File: config.mk
export PLATFORM = sky130hd
export DESIGN_NAME = fifo_wr_arbiter
export DESIGN_NICKNAME = d
export VERILOG_FILES = /design/src/rtl/fifo_arb_pkg.sv /design/src/rtl/fifo_wr_arbiter_rr_pick.sv /design/src/rtl/fifo_wr_arbiter.sv
export SDC_FILE = /design/constraint.sdc
export NUM_CORES = 1
export LEC_CHECK = 0
export CELL_PAD_IN_SITES_DETAIL_PLACEMENT = 0
export CELL_PAD_IN_SITES_GLOBAL_PLACEMENT = 1
export CORE_MARGIN = 5
export CORE_UTILIZATION = 24
export DETAILED_ROUTE_END_ITERATION = 10
export PLACE_DENSITY_LB_ADDON = 0.1
export SLEW_MARGIN = 20
export SYNTH_ARGS = -nofsm -noshare
export SYNTH_HDL_FRONTEND = slang
export SYNTH_SLANG_ARGS = --single-unit
File: constraint.sdc
create_clock -name wclk -period 1.9 [get_ports wclk]
set_input_delay 0.38 -clock wclk [delete_from_list [all_inputs] [get_ports wclk]]
set_output_delay 0.38 -clock wclk [all_outputs]
set_load 0.02 [all_outputs]
File: src/rtl/fifo_arb_pkg.sv
// Shared types and constants for the FIFO write-port arbiter.
//   arb_state_t : arbiter FSM state (IDLE = arbitrating, GRANT = owner may write)
//   STAT_W      : width of each per-requester beat counter (optional statistics)
package fifo_arb_pkg;
  typedef enum logic {IDLE = 1'b0, GRANT = 1'b1} arb_state_t;
  localparam int STAT_W = 16;
endpackage

File: src/rtl/fifo_wr_arbiter_rr_pick.sv
// Combinational round-robin picker.
// Scans last+1 .. last+NREQ (mod NREQ) and returns the first asserted request.
// Ports:
//   req   in  NREQ  request vector
//   last  in  IW    index that won most recently (lowest priority this round)
//   idx   out IW    selected index (0 when nothing is requested)
//   found out 1     at least one request is asserted
module rr_pick #(
  parameter int NREQ = 4,
  localparam int IW = $clog2(NREQ)
) (
  input  logic [NREQ-1:0] req,
  input  logic [IW-1:0]   last,
  output logic [IW-1:0]   idx,
  output logic            found
);
  always_comb begin
    logic [IW-1:0] cand;
    idx   = '0;
    found = 1'b0;
    cand  = '0;
    for (int k = 1; k <= NREQ; k++) begin
      cand = IW'((int'(last) + k) % NREQ);
      if (!found && req[cand]) begin
        found = 1'b1;
        idx   = cand;
      end
    end
  end
endmodule

File: src/rtl/fifo_wr_arbiter.sv
// Shares the single write port of an async FIFO among NREQ write-domain clients.
// Round-robin arbitration with bursts bounded to BURST beats, throttled by wfull.
// Every grant costs one IDLE arbitration cycle before its first beat.
// Ports:
//   wclk, wrst_n        write clock, async active-low reset
//   req_valid/req_data  per-requester word offers (lane i at [i*DSIZE +: DSIZE])
//   req_ready           one-hot acceptance strobe toward the owner
//   wfull               FIFO full flag (wclk domain)
//   winc/wdata          FIFO write enable and data
//   wgnt_id, busy       current owner index, grant active
//   xfer_cnt            per-requester saturating beat counters
//                       (present only when WR_ARB_STATS_EN is defined)
module fifo_wr_arbiter
  import fifo_arb_pkg::*;
#(
  parameter int NREQ  = 4,
  parameter int DSIZE = 8,
  parameter int BURST = 4,
  localparam int IW = $clog2(NREQ),
  localparam int CW = $clog2(BURST) + 1
) (
  input  logic                    wclk,
  input  logic                    wrst_n,
  input  logic [NREQ-1:0]         req_valid,
  input  logic [NREQ*DSIZE-1:0]   req_data,
  output logic [NREQ-1:0]         req_ready,
  input  logic                    wfull,
  output logic                    winc,
  output logic [DSIZE-1:0]        wdata,
  output logic [IW-1:0]           wgnt_id,
  output logic                    busy
`ifdef WR_ARB_STATS_EN
  ,
  output logic [NREQ*STAT_W-1:0]  xfer_cnt
`endif
);

  arb_state_t    state, state_nx;
  logic [IW-1:0] owner, owner_nx;
  logic [IW-1:0] rr_last, rr_last_nx;
  logic [CW-1:0] beat_cnt, beat_cnt_nx;
  logic [IW-1:0] pick_idx;
  logic          pick_found;
  logic          xfer;

  rr_pick #(.NREQ(NREQ)) u_pick (
    .req   (req_valid),
    .last  (rr_last),
    .idx   (pick_idx),
    .found (pick_found)
  );

  always_ff @(posedge wclk or negedge wrst_n) begin
    if (!wrst_n) begin
      state    <= IDLE;
      owner    <= '0;
      rr_last  <= IW'(NREQ - 1);
      beat_cnt <= '0;
    end else begin
      state    <= state_nx;
      owner    <= owner_nx;
      rr_last  <= rr_last_nx;
      beat_cnt <= beat_cnt_nx;
    end
  end

  always_comb begin
    state_nx    = state;
    owner_nx    = owner;
    rr_last_nx  = rr_last;
    beat_cnt_nx = beat_cnt;
    req_ready   = '0;
    xfer        = 1'b0;
    unique case (state)
      IDLE: begin
        if (pick_found) begin
          owner_nx    = pick_idx;
          beat_cnt_nx = '0;
          state_nx    = GRANT;
        end
      end
      GRANT: begin
        // ready follows wfull only; the owner's valid decides whether a beat moves
        req_ready = (NREQ'(1) << owner) & {NREQ{!wfull}};
        xfer      = req_valid[owner] & !wfull;
        if (!req_valid[owner]) begin
          rr_last_nx = owner;
          state_nx   = IDLE;
        end else if (xfer) begin
          if (beat_cnt == CW'(BURST - 1)) begin
            rr_last_nx = owner;
            state_nx   = IDLE;
          end else begin
            beat_cnt_nx = beat_cnt + CW'(1);
          end
        end
      end
      default: state_nx = IDLE;
    endcase
  end

  assign winc    = xfer;
  assign wdata   = req_data[owner*DSIZE +: DSIZE];
  assign wgnt_id = owner;
  assign busy    = (state == GRANT);

`ifdef WR_ARB_STATS_EN
  for (genvar i = 0; i < NREQ; i++) begin : g_stat
    logic [STAT_W-1:0] cnt;
    always_ff @(posedge wclk or negedge wrst_n) begin
      if (!wrst_n) begin
        cnt <= '0;
      end else if (xfer && owner == IW'(i) && cnt != {STAT_W{1'b1}}) begin
        cnt <= cnt + STAT_W'(1);
      end
    end
    assign xfer_cnt[i*STAT_W +: STAT_W] = cnt;
  end
`endif

endmodule
==> qor.yml, run 1 <==
routed_wl_um: 2813
worstSetupEndpointType: "output pin"
reg2reg_slack_ps: 170
pre_cts_slack_ps: -486.1
syn2layout_area_growth_pct: 92.55
die_y_um: 67.36
coreArea_um2: 3103
htree_levels: 1
seq_area_frac_synth: 0.2567
core.rowCount: 20
netlist_instances: 77
dr.first_iter.drc_count: 39
ys_ff_latch: 8
wire_per_inst_um: 14.81
yosys_warnings: 0
p_int_mw: 1.185
slew_headroom: 0.7547
skew_ps: 4.631
cp.required_ps: 1520
power.share.switching: 0.4109
cts.clk_slew.worst_paths_ps: 60
drv_cap: 0
final_cell_mix: "clkdlybuf4s50_1 (40), buf_4 (15), nand2_1 (11)"
overflow: 0
critPathLaunchType: "register"
setup_ws_ps: -10.62
dr.pass1.iters: 4
p_clk_frac: 0.072
dr_total_vias: 891
final_area_um2: 1520
ios: 55
setup_violations: 2
hold_violations: 0
violations: "negative setup slack"
vdd_drop_max_mv: 0.6816
crit_start: "wgnt_id[0]"
clk_latency_ps: 260
grt_pass1_vias: 880
syn_nets: 118
grt_pass1_wl_um: 4257
cp-endpoint: "wdata[4]"
finalCritPeriodShare: 1.006
final_common_cell: "clkdlybuf4s50_1"
antenna_found_initial: 0
pwr_density_cell_nw_per_um2: 1323
outcome: "complete, but fails checks"
die-area_um2: 4537
cts_num_sinks: 8
syn_area_um2: 789.5
seq_power_share: 0.159
max_clock_freq_mhz: 523.4
cts_tree: "yes"
r2r_cells: 6
track_usage: 0.1246
remaining_drc_errors: 0
drv_slew: 0
cts_hold_buffers: 0
worstMarginPinSlew_ps: 366.8
fin_nets: 188
synth.avg_cell_area_um2: 10.25
rsz0062_at_grt: "yes"
antenna_left: 0
p_switching_mw: 0.8263
period_needed_ps: 1911
io_buffers: 54
p_leak_nw: 0.6753
start_util: 0.2544
crit_path_max_fanout: 6
path_class: "register to output pin"
dp_hpwl_um: 2221
r2r_end: "rr_last[0]"
diodes: 0
ys_types: 27
cts-root-buf: "clkbuf_4"
numCtsBuffers: 3
viasPerCell: 4.689
r2r_start: "wgnt_id[0]"
cts.path.max_buffers: 2
gp_congestion: 0.8141
min_path_type: "input pin to async pin"
crit_arrival_ps: 1530
die_x_um: 67.36
grt_max_degree: 13
drive_above_1_share: 0.3219
place_area_um2: 1471
p_comb_frac: 0.769
==> cells in the mapped netlist <==
| master | count | share of area |
|---|---|---|
| nand2_1 | 11 | 0.052 |
| nor2_1 | 7 | 0.033 |
| dfrtp_1 | 6 | 0.19 |
| inv_1 | 6 | 0.029 |
| a21oi_1 | 5 | 0.032 |
| mux2i_1 | 4 | 0.051 |
| mux4_1 | 4 | 0.13 |
| mux4_2 | 4 | 0.11 |
| buf_2 | 3 | 0.019 |
| nand2b_1 | 3 | 0.024 |
| o22ai_1 | 3 | 0.024 |
| a21o_1 | 2 | 0.019 |
| a311oi_1 | 2 | 0.022 |
| and3_1 | 2 | 0.016 |
| dfstp_2 | 2 | 0.067 |
| ha_1 | 2 | 0.032 |
| a21o_2 | 1 | 0.011 |
| a22o_1 | 1 | 0.011 |
| buf_6 | 1 | 0.014 |
| clkbuf_2 | 1 | 0.0063 |
| mux2_4 | 1 | 0.019 |
| mux2i_4 | 1 | 0.029 |
| nand4b_1 | 1 | 0.011 |
| nor2b_1 | 1 | 0.0079 |
| nor3b_1 | 1 | 0.0095 |
| o21ai_0 | 1 | 0.0063 |
| o221ai_2 | 1 | 0.019 |
==> sequential cells by signal, indices dropped and copies added (netlist names) <==
signal,cells
beat_cnt,3
rr_last,2
wgnt_id,2
busy,1
==> timing repair <==
item / CTS / global route
buffers inserted: 0 / 1
gates resized for setup: 47 / 22
cloned: 0 / 1
setup endpoints to repair: 14 / 12
==> stage by stage <==
stage          power, mW  TNS, ps  std cells  utilization  hold slack [ps]
6_report           2.011   -15.07        190       0.4899            399.8
5_1_grt            2.171   -209.7        190       0.4899            417.3
4_1_cts            1.835   -60.79        188       0.4690            412.2
3_5_place_dp       1.790    -4364        184       0.4742            489.1
3_3_place_gp       1.782    -4141        184       0.4742            470.7
2_1_floorplan      1.159        0         77            -            84.41
==> worst min path at each step <==
stage,startpoint,to,slack (ps)
after global placement,beat_cnt[0],beat_cnt[0],470
after global routing,wrst_n,beat_cnt[0],420
final,wrst_n,beat_cnt[0],400
after floorplan,wrst_n,beat_cnt[0],80
after CTS,wrst_n,beat_cnt[0],410
after detailed placement,beat_cnt[0],beat_cnt[0],490
==> routing by layer <==
layer,share of wire,global-route usage,wire (um)
met5,0,0,0
met4,0.0046,0.03797,13
met3,0.10,0.02829,291
met2,0.45,0.1975,1254
met1,0.45,0.1679,1252
==> power by group through the flow <==
| stage | combinational (mW) | sequential [mW] | clock [mW] |
|---|---|---|---|
| final | 1.55 | 0.320 | 0.145 |
| after global routing | 1.67 | 0.338 | 0.163 |
| after detailed placement | 1.48 | 0.311 | 0 |
| after CTS | 1.38 | 0.308 | 0.150 |
| after global placement | 1.47 | 0.307 | 0 |
| after floorplan | 0.822 | 0.337 | 0 |
==> worst max-delay path, cell delays in order (launching register included) <==
cell     delay [ps]
dfrtp_2         420
buf_12          140
mux4_1          560
buf_6           150
==> cell families (layout without fill, tap and decap cells) <==
kind of cell               after synthesis  count (layout)  synth area share
and+or+nand+nor                         26              26            0.1537
muxes                                   14              14            0.3455
adders and majority gates                2               2           0.03169
AOI/OAI and AO/OA                       16              16            0.1442
DFF                                      8               8            0.2567
buffers and inverters                   11              80           0.06813
==> final cells by class <==
type	instances	area, um^2
clock buffer	4	26.28
fill	315	1583
inverter	6	22.52
multi-input combinational	58	543.0
sequential	8	203.9
tap	44	55.05
timing repair buffer	70	669.4
No activity file was read; power rests on OpenSTA's default activity.
==> run 2, diff against run 1 <==
- CAP_MARGIN: not set -> 40
==> results of run 2 <==
Final layout, timing and power as in run 1 (identical DEF).
==> run 3, diff against run 2 <==
- SLEW_MARGIN: 20 -> not set
==> results of run 3 <==
Final layout, timing and power as in run 1 (identical DEF).
